File: src/rtl/id_ex_pipe_pkg.sv
// Shared types and helpers for the ID/EX pipeline register.
// Core-wide defines are guarded so an RV32I_defines.v compiled earlier takes precedence.
`ifndef XLEN
`define XLEN 32
`endif
`ifndef RFIDX_WIDTH
`define RFIDX_WIDTH 5
`endif
`ifndef RFREG_NUM
`define RFREG_NUM 32
`endif
`ifndef CTRL_WIDTH
`define CTRL_WIDTH 16
`endif
`ifndef LOAD_USE_HAZARD_EN
`define LOAD_USE_HAZARD_EN 1
`endif

package id_ex_pipe_pkg;

  localparam int XLEN        = `XLEN;
  localparam int RFIDX_W     = `RFIDX_WIDTH;
  localparam int CTRL_WIDTH  = `CTRL_WIDTH;
  localparam bit LOAD_USE_EN = `LOAD_USE_HAZARD_EN;
  localparam int PERF_W      = 32;

  typedef logic [RFIDX_W-1:0] rfidx_t;

  // What the EX register does on the coming edge, in priority order.
  typedef enum logic [1:0] {
    UPD_FLUSH,
    UPD_HOLD,
    UPD_BUBBLE,
    UPD_LOAD
  } upd_e;

  function automatic logic [PERF_W-1:0] sat_inc(input logic [PERF_W-1:0] v);
    return (v == '1) ? v : v + 32'd1;
  endfunction

endpackage

File: src/rtl/id_ex_hazard.sv
// Load-use hazard detector: EX holds a load whose destination the decode instruction reads.
module id_ex_hazard
  import id_ex_pipe_pkg::*;
(
  input  logic   ex_valid,
  input  logic   ex_is_load,
  input  logic   ex_rd_we,
  input  rfidx_t ex_rd,
  input  logic   id_valid,
  input  logic   id_use_rs1,
  input  rfidx_t id_rs1,
  input  logic   id_use_rs2,
  input  rfidx_t id_rs2,
  output logic   load_use
);

  logic rs_match;

  assign rs_match = (id_use_rs1 && (id_rs1 == ex_rd)) ||
                    (id_use_rs2 && (id_rs2 == ex_rd));

  // x0 is never a real producer, so it can never cause a stall.
  assign load_use = LOAD_USE_EN && ex_valid && ex_is_load && ex_rd_we &&
                    (ex_rd != '0) && id_valid && rs_match;

endmodule

File: src/rtl/id_ex_pipe.sv
// ID/EX pipeline register with load-use bubble insertion, backpressure and flush.
// Optional saturating perf counters (perf_bubbles, perf_holds) under ID_EX_PERF_CNT_EN.
module id_ex_pipe
  import id_ex_pipe_pkg::*;
#(
  parameter int CTRL_W = 16,
  parameter int PC_W   = 32
) (
  input  logic              clk,
  input  logic              rst_n,
  input  logic              id_valid,
  input  logic [PC_W-1:0]   id_pc,
  input  logic [XLEN-1:0]   id_rd1,
  input  logic [XLEN-1:0]   id_rd2,
  input  logic [XLEN-1:0]   id_imm,
  input  logic [RFIDX_W-1:0] id_rs1,
  input  logic [RFIDX_W-1:0] id_rs2,
  input  logic              id_use_rs1,
  input  logic              id_use_rs2,
  input  logic [RFIDX_W-1:0] id_rd,
  input  logic              id_rd_we,
  input  logic              id_is_load,
  input  logic [CTRL_W-1:0] id_ctrl,
  input  logic              ex_ready,
  input  logic              ex_flush,
  output logic              id_stall,
  output logic              ex_valid,
  output logic [PC_W-1:0]   ex_pc,
  output logic [XLEN-1:0]   ex_rd1,
  output logic [XLEN-1:0]   ex_rd2,
  output logic [XLEN-1:0]   ex_imm,
  output logic [RFIDX_W-1:0] ex_rs1,
  output logic [RFIDX_W-1:0] ex_rs2,
  output logic [RFIDX_W-1:0] ex_rd,
  output logic              ex_rd_we,
  output logic              ex_is_load,
  output logic [CTRL_W-1:0] ex_ctrl
`ifdef ID_EX_PERF_CNT_EN
  ,
  output logic [PERF_W-1:0] perf_bubbles,
  output logic [PERF_W-1:0] perf_holds
`endif
);

  logic load_use;
  upd_e upd;

  id_ex_hazard u_hazard (
    .ex_valid   (ex_valid),
    .ex_is_load (ex_is_load),
    .ex_rd_we   (ex_rd_we),
    .ex_rd      (ex_rd),
    .id_valid   (id_valid),
    .id_use_rs1 (id_use_rs1),
    .id_rs1     (id_rs1),
    .id_use_rs2 (id_use_rs2),
    .id_rs2     (id_rs2),
    .load_use   (load_use)
  );

  // NOTE: default assigned first, so no path through the block can infer a latch.
  always_comb begin
    upd = UPD_LOAD;
    if (ex_flush)      upd = UPD_FLUSH;
    else if (!ex_ready) upd = UPD_HOLD;
    else if (load_use) upd = UPD_BUBBLE;
  end

  // Gated by rst_n so decode never sees a stall while the core is in reset.
  assign id_stall = rst_n && (load_use || !ex_ready) && !ex_flush;

  // NOTE: non-blocking assignments so every flop samples pre-edge values;
  // the payload is a small flop bank, so it is reset along with ex_valid.
  always_ff @(posedge clk or negedge rst_n) begin
    if (!rst_n) begin
      ex_valid   <= 1'b0;
      ex_pc      <= '0;
      ex_rd1     <= '0;
      ex_rd2     <= '0;
      ex_imm     <= '0;
      ex_rs1     <= '0;
      ex_rs2     <= '0;
      ex_rd      <= '0;
      ex_rd_we   <= 1'b0;
      ex_is_load <= 1'b0;
      ex_ctrl    <= '0;
    end else begin
      case (upd)
        UPD_FLUSH, UPD_BUBBLE: ex_valid <= 1'b0;
        UPD_HOLD:              ex_valid <= ex_valid;
        default: begin
          ex_valid   <= id_valid;
          ex_pc      <= id_pc;
          ex_rd1     <= id_rd1;
          ex_rd2     <= id_rd2;
          ex_imm     <= id_imm;
          ex_rs1     <= id_rs1;
          ex_rs2     <= id_rs2;
          ex_rd      <= id_rd;
          ex_rd_we   <= id_rd_we;
          ex_is_load <= id_is_load;
          ex_ctrl    <= id_ctrl;
        end
      endcase
    end
  end

`ifdef ID_EX_PERF_CNT_EN
  always_ff @(posedge clk or negedge rst_n) begin
    if (!rst_n) begin
      perf_bubbles <= '0;
      perf_holds   <= '0;
    end else begin
      if (upd == UPD_BUBBLE) perf_bubbles <= sat_inc(perf_bubbles);
      if (upd == UPD_HOLD)   perf_holds   <= sat_inc(perf_holds);
    end
  end
`endif

endmodule

File: config.mk
export PLATFORM = sky130hd
export DESIGN_NAME = id_ex_pipe
export DESIGN_NICKNAME = d
export VERILOG_FILES = /design/src/rtl/id_ex_pipe_pkg.sv /design/src/rtl/id_ex_hazard.sv /design/src/rtl/id_ex_pipe.sv
export SDC_FILE = /design/constraint.sdc
export NUM_CORES = 1
export LEC_CHECK = 0
export BUFFER_PORTS_ARGS = -buffer_cell sky130_fd_sc_hd__buf_2
export CAP_MARGIN = 25
export CORE_AREA = 2 2 128 130
export DETAILED_ROUTE_END_ITERATION = 6
export DIE_AREA = 0 0 130 132
export HOLD_SLACK_MARGIN = 0.05
export PLACE_DENSITY = 0.72
export SYNTH_ARGS = -nofsm -noshare
export SYNTH_HDL_FRONTEND = slang
export SYNTH_SLANG_ARGS = --single-unit
File: constraint.sdc
create_clock -name clk -period 4.17 [get_ports clk]
set_input_delay 0.2085 -clock clk [delete_from_list [all_inputs] [get_ports clk]]
set_output_delay 0.2085 -clock clk [all_outputs]
set_load 0.02 [all_outputs]
==> reports/metrics.cfg, run 1 <==
[outcome]
status=finished, final reports clean

[worst_setup_path]
critical-path-top-delay-family=compound AO/OA/AOI/OAI gates
crit_chain=xor2_1 > nor4_1 > a32oi_1 > o21ai_4 > buf_12 > mux2_1
cp-end-kind=flop
cp_max_fo=81
cp.arrival_ps=2700
required_ps=4460
slowest_delay_ps=440
startpoint_type=flop
crit_buf_inv=1
crit_type=reg2reg
crit_slowest_cell=dfrtp_1

[finish]
area_delta_synth_final_pct=65.4
final_cell_mix=329 x buf_2, 162 x dfrtp_1, 161 x dlygate4sd3_1
drive_gt1_frac=0.503
multiInputGateArea_mm2=0.00201
final_common_cell=buf_2
nNetsFinal=1030
nFillCells=1115
regArea_mm2=0.00405

[synthesis]
synthCells=364
synth_top_family_by_area=multiplexers
avgSynthCellArea_um2=17.0
synth_xor_area_frac=0.0141
synth-simple-area-share=0.00908
synth-compound-area-share=0.00706
synth_edf_count=0
ys_seq_elements=162
yosys_warnings=0
synthMuxAreaShare=0.292
seq_area_frac_synth=0.654
syn_area_mm2=0.00620
yosys.cell_types.count=19
async_flop_share=1.00
synth_nets=532
yosys.area_share.adder=0
synth_top_flop_cell=dfrtp_1

[die]
num_rows=46
die_area_mm2=0.0172
die_height_um=132
initial_core_util=0.395
core_area_mm2=0.0157
io_pins=331
die_x_um=130

[routing]
drt_iter0_drc=165
viasPerCell=4.59
postRouteWirelength_um=18300
vias=5011
remaining_drc_errors=0
ant_nets=0
wire_per_inst_um=16.7
dr.pass1.iters=4

[clock_network]
cts_hold_buf=159
clock-sinks=162
postCtsSetupRepairBufs=0
h-tree-depth=4
cts_tree=yes
ctsResizeCount=0
numCtsBuffers=17
cts_buffer_depth=2
insertion_delay_ps=420
clk_pin_slew_ps=60
root_buffer=clkbuf_16

[sta]
fmax_ghz=0.415
drv_slew=0
post-route-period-util=0.578
tightest_slew_ps=751
maxSlewHeadroom=0.499
tns_ps=0
setup-violations-final=0
finalCriticalPeriod_ps=2410
finalHoldViolCount=0
rsz0062_at_grt=no
skew_ps=7.36
whs_ps=81.9

[pwr]
vdd_drop_max_mv=0.278
p_leak_nw=4.94
power_density_mw_per_mm2=441

[hold_path]
hp-class=in2reg

[placed_design]
hpwl_um=11200
place_congestion=0.773
portBuffers=330

[grt]
grt-ovfl-total=0
grt_pass1_wl_um=28600
grt_pass1_vias=5746
grt_max_degree=82
antenna_found_initial=0
groute.usage.overall=0.215

[run]
cap_violations=0

-- cell usage after synthesis, types with 2 or more instances --
library cell  number  area share
buf_2              7      0.0056
xor2_1             8       0.011
mux2_2            71        0.13
o21ai_2            2      0.0028
buf_6             10       0.018
xnor2_1            2      0.0028
dfrtp_1          162        0.65
mux2_1            90        0.16
nor4_1             2      0.0020
-- area by class of cell --
class	count	share of cell area
Sequential cell	162	0.395
Timing Repair Buffer	496	0.327
Multi-Input combinational cell	185	0.196
Clock buffer	17	0.0415
Tap cell	216	0.0263
Clock inverter	15	0.0145
Antenna cell	1	0.000244
-- layer usage --
layer | wire, um | GRT usage | part of all wire | vias to the layer above
met2 | 9640 | 0.393 | 0.53 | 247
met3 | 1340 | 0.0714 | 0.073 | 56
met5 | 0 | 0 | 0 | -
met1 | 6570 | 0.215 | 0.36 | 2414
li1 | - | - | - | 2294
met4 | 734 | 0.105 | 0.040 | 0
-- sequential cells by signal, indices dropped and copies added (netlist names) --
name and flops:
ex_rs1 5, ex_rd2 32, ex_rs2 5, ex_rd1 32
ex_is_load 1, ex_rd_we 1, ex_ctrl 16, ex_valid 1
ex_imm 32, ex_rd 5, ex_pc 32
-- metrics by stage --
stage          setup slack (ps)  utilization  instance area [um^2]  power (mW)  instances
2_1_floorplan              2050            -                  6200        2.48        364
4_1_cts                    1780        0.650                 10200        4.56       1088
3_5_place_dp               1790        0.512                  8050        2.91        897
3_3_place_gp               1840        0.512                  8050        2.87        897
5_1_grt                    1640        0.653                 10300        4.74       1091
6_report                   1760        0.653                 10300        4.52       1092
-- path summary, 6_finish.rpt --
path	from	to	slack [ps]	cells past startpoint
max reg2reg	ex_rd[3]$_DFFE_PN0N_	ex_rd1[17]$_DFFE_PN0N_	1760	6
min	id_rs2[0]	ex_rs2[0]$_DFFE_PN0N_	80	2
min in group asynchronous	rst_n	ex_rs1[2]$_DFFE_PN0N_	230	2
min reg2reg	ex_rd2[13]$_DFFE_PN0N_	ex_rd2[13]$_DFFE_PN0N_	490	1
max	ex_rd[3]$_DFFE_PN0N_	ex_rd1[17]$_DFFE_PN0N_	1760	6
max in group asynchronous	rst_n	ex_rd2[11]$_DFFE_PN0N_	2890	3
-- report_power, final --
group / switching (mW) / leakage, nW / internal [mW] / total, mW
clock: 0.663 / 0.282 / 0.839 / 1.50
combinational: 0.600 / 2.76 / 0.488 / 1.09
sequential: 0.130 / 1.90 / 1.80 / 1.93
-- logic make-up after synthesis --
logic type                count (synthesis)
DFF                                     162
buffers and inverters                    17
AOI/OAI and AO/OA                         6
and+or+nand+nor                           8
xor gates and xnor gates                 10
muxes                                   161
No activity file was read; power rests on OpenSTA's default activity.
==> run 2: changes to the inputs <==
ABC_AREA = 1   (was not set)
CORE_AREA = not set   (was 2 2 128 130)
CORE_ASPECT_RATIO = 0.8   (was not set)
CORE_MARGIN = 2   (was not set)
CORE_UTILIZATION = 42   (was not set)
DIE_AREA = not set   (was 0 0 130 132)
PLACE_DENSITY = 0.77   (was 0.72)
clock period = 1.9 ns   (was 4.17 ns; I/O delays follow)
==> reports/metrics.cfg, run 2 <==
[pwr]
finalPower_mw=9.82  ; was 4.52 mW
p_leak_nw=6.16  ; was 4.94 nW
power_density_mw_per_mm2=881  ; was 441 mW/mm^2
vdd_drop_max_mv=0.557  ; was 0.278 mV

[run]
cap_violations=0  ; unchanged

[routing]
vias=7946  ; was 5011
drt_iter0_drc=727  ; was 165
viasPerCell=5.35  ; was 4.59
remaining_drc_errors=0  ; unchanged
ant_nets=0  ; unchanged
dr.pass1.iters=7  ; was 4
postRouteWirelength_um=25900  ; was 18300 um
wire_per_inst_um=17.5  ; was 16.7 um

[sta]
maxSlewHeadroom=0.690  ; was 0.499
finalCriticalPeriod_ps=1920
setup-violations-final=1  ; was 0
tns_ps=-17.5  ; was 0 ps
tightest_slew_ps=465  ; was 751 ps
skew_ps=15.7  ; was 7.36 ps
whs_ps=133  ; was 81.9 ps
post-route-period-util=1.01
rsz0062_at_grt=yes  ; was no
final.setup.worst_slack_ps=-17.5  ; was 1760 ps
drv_slew=0  ; unchanged
fmax_ghz=0.522
finalHoldViolCount=0  ; unchanged

[grt]
antenna_found_initial=1  ; was 0
grt-ovfl-total=0  ; unchanged
grt_pass1_wl_um=40500  ; was 28600 um
grt_pass1_vias=7751  ; was 5746
groute.usage.overall=0.290  ; was 0.215
grt_max_degree=89  ; was 82

[clock_network]
cts_tree=yes  ; unchanged
cts_buffer_depth=2  ; unchanged
insertion_delay_ps=430  ; was 420 ps
clk_pin_slew_ps=60  ; about the same
numCtsBuffers=17  ; unchanged
root_buffer=clkbuf_16  ; unchanged
clock-sinks=162  ; unchanged
h-tree-depth=4  ; unchanged

[finish]
nNetsFinal=1423  ; was 1030
layout.cells.non_filler=1484  ; was 1092
area_delta_synth_final_pct=60.7  ; was 65.4%
nFillCells=1103  ; was 1115
final_common_cell=nand2_1  ; was buf_2
final_cell_mix=351 x nand2_1, 327 x buf_2, 164 x dlygate4sd3_1  ; was 329 x buf_2, 162 x dfrtp_1, 161 x dlygate4sd3_1
fin_area_mm2=0.0111  ; was 0.0103 mm^2
final_util=0.699  ; was 0.653
drive_gt1_frac=0.318  ; was 0.503

[worst_setup_path]
required_ps=1800  ; was 4460 ps
slowest_delay_ps=420  ; was 440 ps
crit_type=reg2out  ; was reg2reg
crit_buf_inv=3  ; was 1
cp-end-kind=primary output  ; was flop
startpoint_type=flop  ; unchanged
cpMostUsedCell=nand2_2
cp_max_fo=5  ; was 81
critical-path-top-delay-family=simple AND/OR/NAND/NOR gates  ; was compound AO/OA/AOI/OAI gates
crit_slowest_cell=dfrtp_1  ; unchanged
crit_chain=inv_2 > nand2_2 > nand2_1 > nor2_1 > nand3_1 > nand2_2 > nand2_4 > buf_12 > a21oi_4 > buf_6  ; was xor2_1 > nor4_1 > a32oi_1 > o21ai_4 > buf_12 > mux2_1
cp.arrival_ps=1820  ; was 2700 ps

[synthesis]
synthCells=783  ; was 364
yosys_warnings=0  ; unchanged
avgSynthCellArea_um2=8.86  ; was 17.0 um^2
synth_edf_count=0  ; unchanged
synthTopCellsByCount=355 x nand2_1, 163 x nand4_1, 162 x dfrtp_1, 18 x buf_2, 18 x clkbuf_1  ; was 162 x dfrtp_1, 90 x mux2_1, 71 x mux2_2, 10 x buf_6, 8 x xor2_1
async_flop_share=1.00  ; unchanged
yosysTopAreaCell=dfrtp_1  ; unchanged
synth_nets=951  ; was 532
yosysTopAreaCellShare=0.585  ; was 0.654
syn_area_mm2=0.00693  ; was 0.00620 mm^2
synth_top_flop_cell=dfrtp_1  ; unchanged
synth.most_common_cell=nand2_1  ; was dfrtp_1
seq_area_frac_synth=0.585  ; was 0.654
ys_seq_elements=162  ; unchanged
yosys.cell_types.count=15  ; was 19
synth.area.top_cells=dfrtp_1 58%, nand2_1 19%, nand4_1 15%  ; was dfrtp_1 65%, mux2_1 16%, mux2_2 13%

[placed_design]
hpwl_um=14100  ; was 11200 um
portBuffers=330  ; unchanged
placed_cell_area_mm2=0.00877  ; was 0.00805 mm^2
dp_worst_setup_slack_ps=214  ; was 1790 ps
place_congestion=0.825  ; was 0.773
post-place-cells=1275  ; was 897

[die]
num_rows=41  ; was 46
initial_core_util=0.435  ; was 0.395
die_height_um=119  ; was 132 um
io_pins=331  ; unchanged
die_area_mm2=0.0176  ; was 0.0172 mm^2
die_x_um=148  ; was 130 um
core_area_mm2=0.0160  ; was 0.0157 mm^2

[hold_path]
hp-class=in2reg  ; unchanged

[outcome]
violations=negative setup slack
status=finished with violations  ; was finished, final reports clean

-- run 2: cell count changes after synthesis, moves of 4 or more --
cell,delta
mux2_2,-71
mux2_1,-90
buf_2,+11
nand2_1,+355
buf_1,+16
nand4_1,+163
inv_1,+12
clkbuf_1,+18
buf_4,+10
nor2_1,+10
xor2_1,-8
inv_2,+4
-- run 2: worst paths after layout --
check / from / endpoint / slack, ps / cells after the start
max in group asynchronous: rst_n / ex_pc[1]$_DFFE_PN0N_ / 1210 / 3
worst max-delay path: ex_rd[2]$_DFFE_PN0N_ / id_stall / -20 / 10
min in group asynchronous: rst_n / ex_pc[7]$_DFFE_PN0N_ / 290 / 3
worst min register to register: ex_rd1[15]$_DFFE_PN0N_ / ex_rd1[15]$_DFFE_PN0N_ / 460 / 2
worst min-delay path: ex_ready / ex_pc[16]$_DFFE_PN0N_ / 130 / 3
worst max register to register: ex_rd[2]$_DFFE_PN0N_ / ex_imm[29]$_DFFE_PN0N_ / 40 / 12
-- run 2: area by class of cell --
| type | count | area [um^2] | share of cell area |
|---|---|---|---|
| Sequential cell | 162 | 4060 | 0.364 |
| Clock inverter | 8 | 78.8 | 0.00707 |
| Inverter | 16 | 62.6 | 0.00561 |
| Tap cell | 215 | 269 | 0.0241 |
| Antenna cell | 1 | 2.50 | 0.000225 |
| Timing Repair Buffer | 524 | 3730 | 0.335 |
| Multi-Input combinational cell | 534 | 2460 | 0.221 |
| Clock buffer | 24 | 482 | 0.0432 |
-- run 2: power breakdown --
group	internal (mW)	switching, mW
combinational	0.923	1.45
clock	1.91	1.39
sequential	3.88	0.267
total	6.71	3.11
-- run 2: what timing repair did --
action,in CTS,in global routing
endpoints found under the setup margin,1,47
pin swaps,1,8
buffers inserted,2,8
hold buffers,164,0
hold endpoints to repair,324,0
resized for setup,5,6
gates cloned,2,0
-- run 2: cells by family (layout without fill, tap and decap cells) --
kind of cell | count (synthesis) | after routing | share of synthesized area
compound gates | 1 | 1 | 0.000721
buf+inv | 87 | 572 | 0.0655
flops | 162 | 162 | 0.585
other cells | 0 | 1 | 0
simple gates | 533 | 533 | 0.349
-- run 2: worst register-to-register path, cell delays in order, from the launching register on --
cell and delay, ps:
dfrtp_1 420, inv_2 80, nand2_2 70, nand2_1 50, nor2_1 110, nand3_1 100, nand2_2 90, nand2_4 60
buf_4 170, nand3_4 110, buf_12 280, nand2_1 150, nand2_1 110
-- run 2: per-layer routing --
layer	vias up	wire length, um	track usage	share of wire
met5	-	0	0	0
met4	0	896	0.127	0.035
met3	78	2390	0.0762	0.092
met2	541	12900	0.490	0.50
met1	3746	9690	0.351	0.37
li1	3581	-	-	-
==> run 3: changes to the inputs <==
CTS_CLUSTER_DIAMETER = 80   (was not set)
MAX_ROUTING_LAYER = met4   (was not set)
==> reports/metrics.cfg, run 3 (synthesis results as in run 2) <==
[outcome]
status=finished with violations  ; unchanged
violations=design-rule violations, negative setup slack  ; was negative setup slack

[sta]
finalCriticalPeriod_ps=1910  ; was 1920 ps
tns_ps=-14.7  ; was -17.5 ps
skew_ps=15.6  ; was 15.7 ps
finalHoldViolCount=0  ; unchanged
rsz0062_at_grt=yes  ; unchanged
maxSlewHeadroom=0.689  ; was 0.690
fmax_ghz=0.522  ; about the same
whs_ps=139  ; was 133 ps
tightest_slew_ps=467  ; was 465 ps
setup-violations-final=1  ; unchanged
final.setup.worst_slack_ps=-14.7  ; was -17.5 ps
post-route-period-util=1.01  ; about the same
drv_slew=0  ; unchanged

[finish]
drive_gt1_frac=0.318  ; unchanged
final_common_cell=nand2_1  ; unchanged
final_cell_mix=351 x nand2_1, 327 x buf_2, 164 x dlygate4sd3_1  ; unchanged
layout.cells.non_filler=1484  ; unchanged
nNetsFinal=1423  ; unchanged
area_delta_synth_final_pct=60.7  ; unchanged
nFillCells=1104  ; was 1103

[worst_setup_path]
crit_chain=inv_2 > nand2_2 > nand2_1 > nor2_1 > nand3_1 > nand2_2 > nand2_4 > buf_12 > a21oi_4 > buf_6  ; unchanged
crit_slowest_cell=dfrtp_1  ; unchanged
required_ps=1800  ; about the same
reg2reg_from=ex_rd[2]$_DFFE_PN0N_  ; unchanged
rr_endpoint=ex_imm[29]$_DFFE_PN0N_  ; unchanged
cp-end-kind=primary output  ; unchanged
cpMostUsedCell=nand2_2  ; unchanged
slowest_delay_ps=420  ; about the same
cp_max_fo=5  ; unchanged
cp.arrival_ps=1820  ; about the same
startpoint_type=flop  ; unchanged
rrSetupSlack_ps=40  ; about the same
crit_type=reg2out  ; unchanged
worst-r2r-cell-count=12  ; unchanged

[pwr]
p_leak_nw=6.16  ; unchanged
power.share.switching=0.316  ; about the same
power_density_mw_per_mm2=881  ; about the same
switching_power_mw=3.11  ; about the same
seqPwrFrac=0.422  ; about the same
intPower_mw=6.71  ; about the same
vdd_drop_max_mv=0.556  ; was 0.557 mV
combPwrFrac=0.241  ; about the same
pwr-share-clk=0.336  ; about the same

[hold_path]
worstHoldStart=ex_ready  ; unchanged
hold_depth=3  ; unchanged
hp-class=in2reg  ; unchanged
min_to=ex_pc[16]$_DFFE_PN0N_  ; unchanged

[die]
die_height_um=119  ; unchanged
initial_core_util=0.435  ; unchanged
io_pins=331  ; unchanged
die_x_um=148  ; unchanged
core_area_mm2=0.0160  ; unchanged
die_area_mm2=0.0176  ; unchanged
num_rows=41  ; unchanged

[placed_design]
place_congestion=0.838  ; was 0.825
post-place-cells=1275  ; unchanged
portBuffers=330  ; unchanged
hpwl_um=14100  ; unchanged

[routing]
viasPerCell=5.34  ; was 5.35
remaining_drc_errors=4  ; was 0
dr.pass1.iters=7  ; unchanged
ant_nets=0  ; unchanged
drt_iter0_drc=774  ; was 727
wire_per_inst_um=17.5  ; about the same
vias=7919  ; was 7946
postRouteWirelength_um=26000  ; was 25900 um

[grt]
grt_pass1_wl_um=40400  ; was 40500 um
groute.usage.overall=0.298  ; was 0.290
grt-ovfl-total=0  ; unchanged
antenna_found_initial=1  ; unchanged
grt_pass1_vias=7748  ; was 7751
grt_max_degree=89  ; unchanged

[clock_network]
root_buffer=clkbuf_16  ; unchanged
insertion_delay_ps=430  ; about the same
h-tree-depth=4  ; unchanged
clock-sinks=162  ; unchanged
cts_buffer_depth=2  ; unchanged
numCtsBuffers=17  ; unchanged
cts_tree=yes  ; unchanged
clk_pin_slew_ps=60  ; about the same

[run]
cap_violations=0  ; unchanged

==> run 3: cell counts in the layout (fill, tap and decap cells not counted) <==
Identical to the previous run, type by type.
==> run 3: power by group through the flow <==
stage          clock (mW)  sequential (mW)  combinational [mW]
6_report             3.30             4.15                2.37
4_1_cts              3.32             4.13                2.29
2_1_floorplan           0             4.71               0.564
3_5_place_dp            0             4.17                2.02
3_3_place_gp            0             4.16                1.99
5_1_grt              3.49             4.19                2.55
==> run 3: final cells by class <==
type / count / area (um^2) / share of cell area
inverters: 16 / 62.6 / 0.00561
diodes: 1 / 2.50 / 0.000225
flip-flops and latches: 162 / 4060 / 0.364
repair buffers: 524 / 3730 / 0.335
clock buffers: 24 / 482 / 0.0432
multi-input cells: 534 / 2460 / 0.221
well taps: 215 / 269 / 0.0241
clock inverters: 8 / 78.8 / 0.00707
==> run 3: worst max-delay path, delay by kind of cell (launching register included) <==
kind,cells,cell delay (ps)
and+or+nand+nor,6,480
DFF,1,420
buffers and inverters,3,340
AOI/OAI and AO/OA,1,150
==> run 3: routing by layer <==
metal  GRT usage  wire length (um)  up-vias
li1            -                 -     3585
met3      0.0690              2100       80
met5           -                 0        -
met1       0.354              9960     3735
met4       0.127               908        0
met2       0.491             13000      519
==> run 3: worst max-delay path by stage <==
stage,end,from
after floorplan,id_stall,ex_rd[2]$_DFFE_PN0N_
after global placement,ex_imm[25]$_DFFE_PN0N_,ex_rd[0]$_DFFE_PN0N_
after detailed placement,ex_rd1[10]$_DFFE_PN0N_,ex_rd[1]$_DFFE_PN0N_
after CTS,id_stall,ex_rd[3]$_DFFE_PN0N_
after global routing,id_stall,ex_rd[2]$_DFFE_PN0N_
final,id_stall,ex_rd[2]$_DFFE_PN0N_
==> run 3: repair_timing <==
| action | in CTS | in global routing |
|---|---|---|
| pin swaps | 1 | 8 |
| gates cloned | 2 | 0 |
| hold buffers | 164 | 0 |
| endpoints found under the setup margin | 1 | 46 |
| resized for setup | 5 | 6 |
| hold endpoints to repair | 324 | 0 |
| buffers inserted | 2 | 8 |
==> run 3: stage by stage <==
stage | util | setup WS [ps] | cell area, um^2 | total power [mW]
floorplan | - | 193 | 6930 | 5.28
detailed placement | 0.550 | 214 | 8770 | 6.20
global route | 0.699 | -103 | 11100 | 10.2
CTS | 0.694 | 21.5 | 11100 | 9.73
finish | 0.699 | -14.7 | 11100 | 9.82
global placement | 0.550 | 260 | 8770 | 6.15
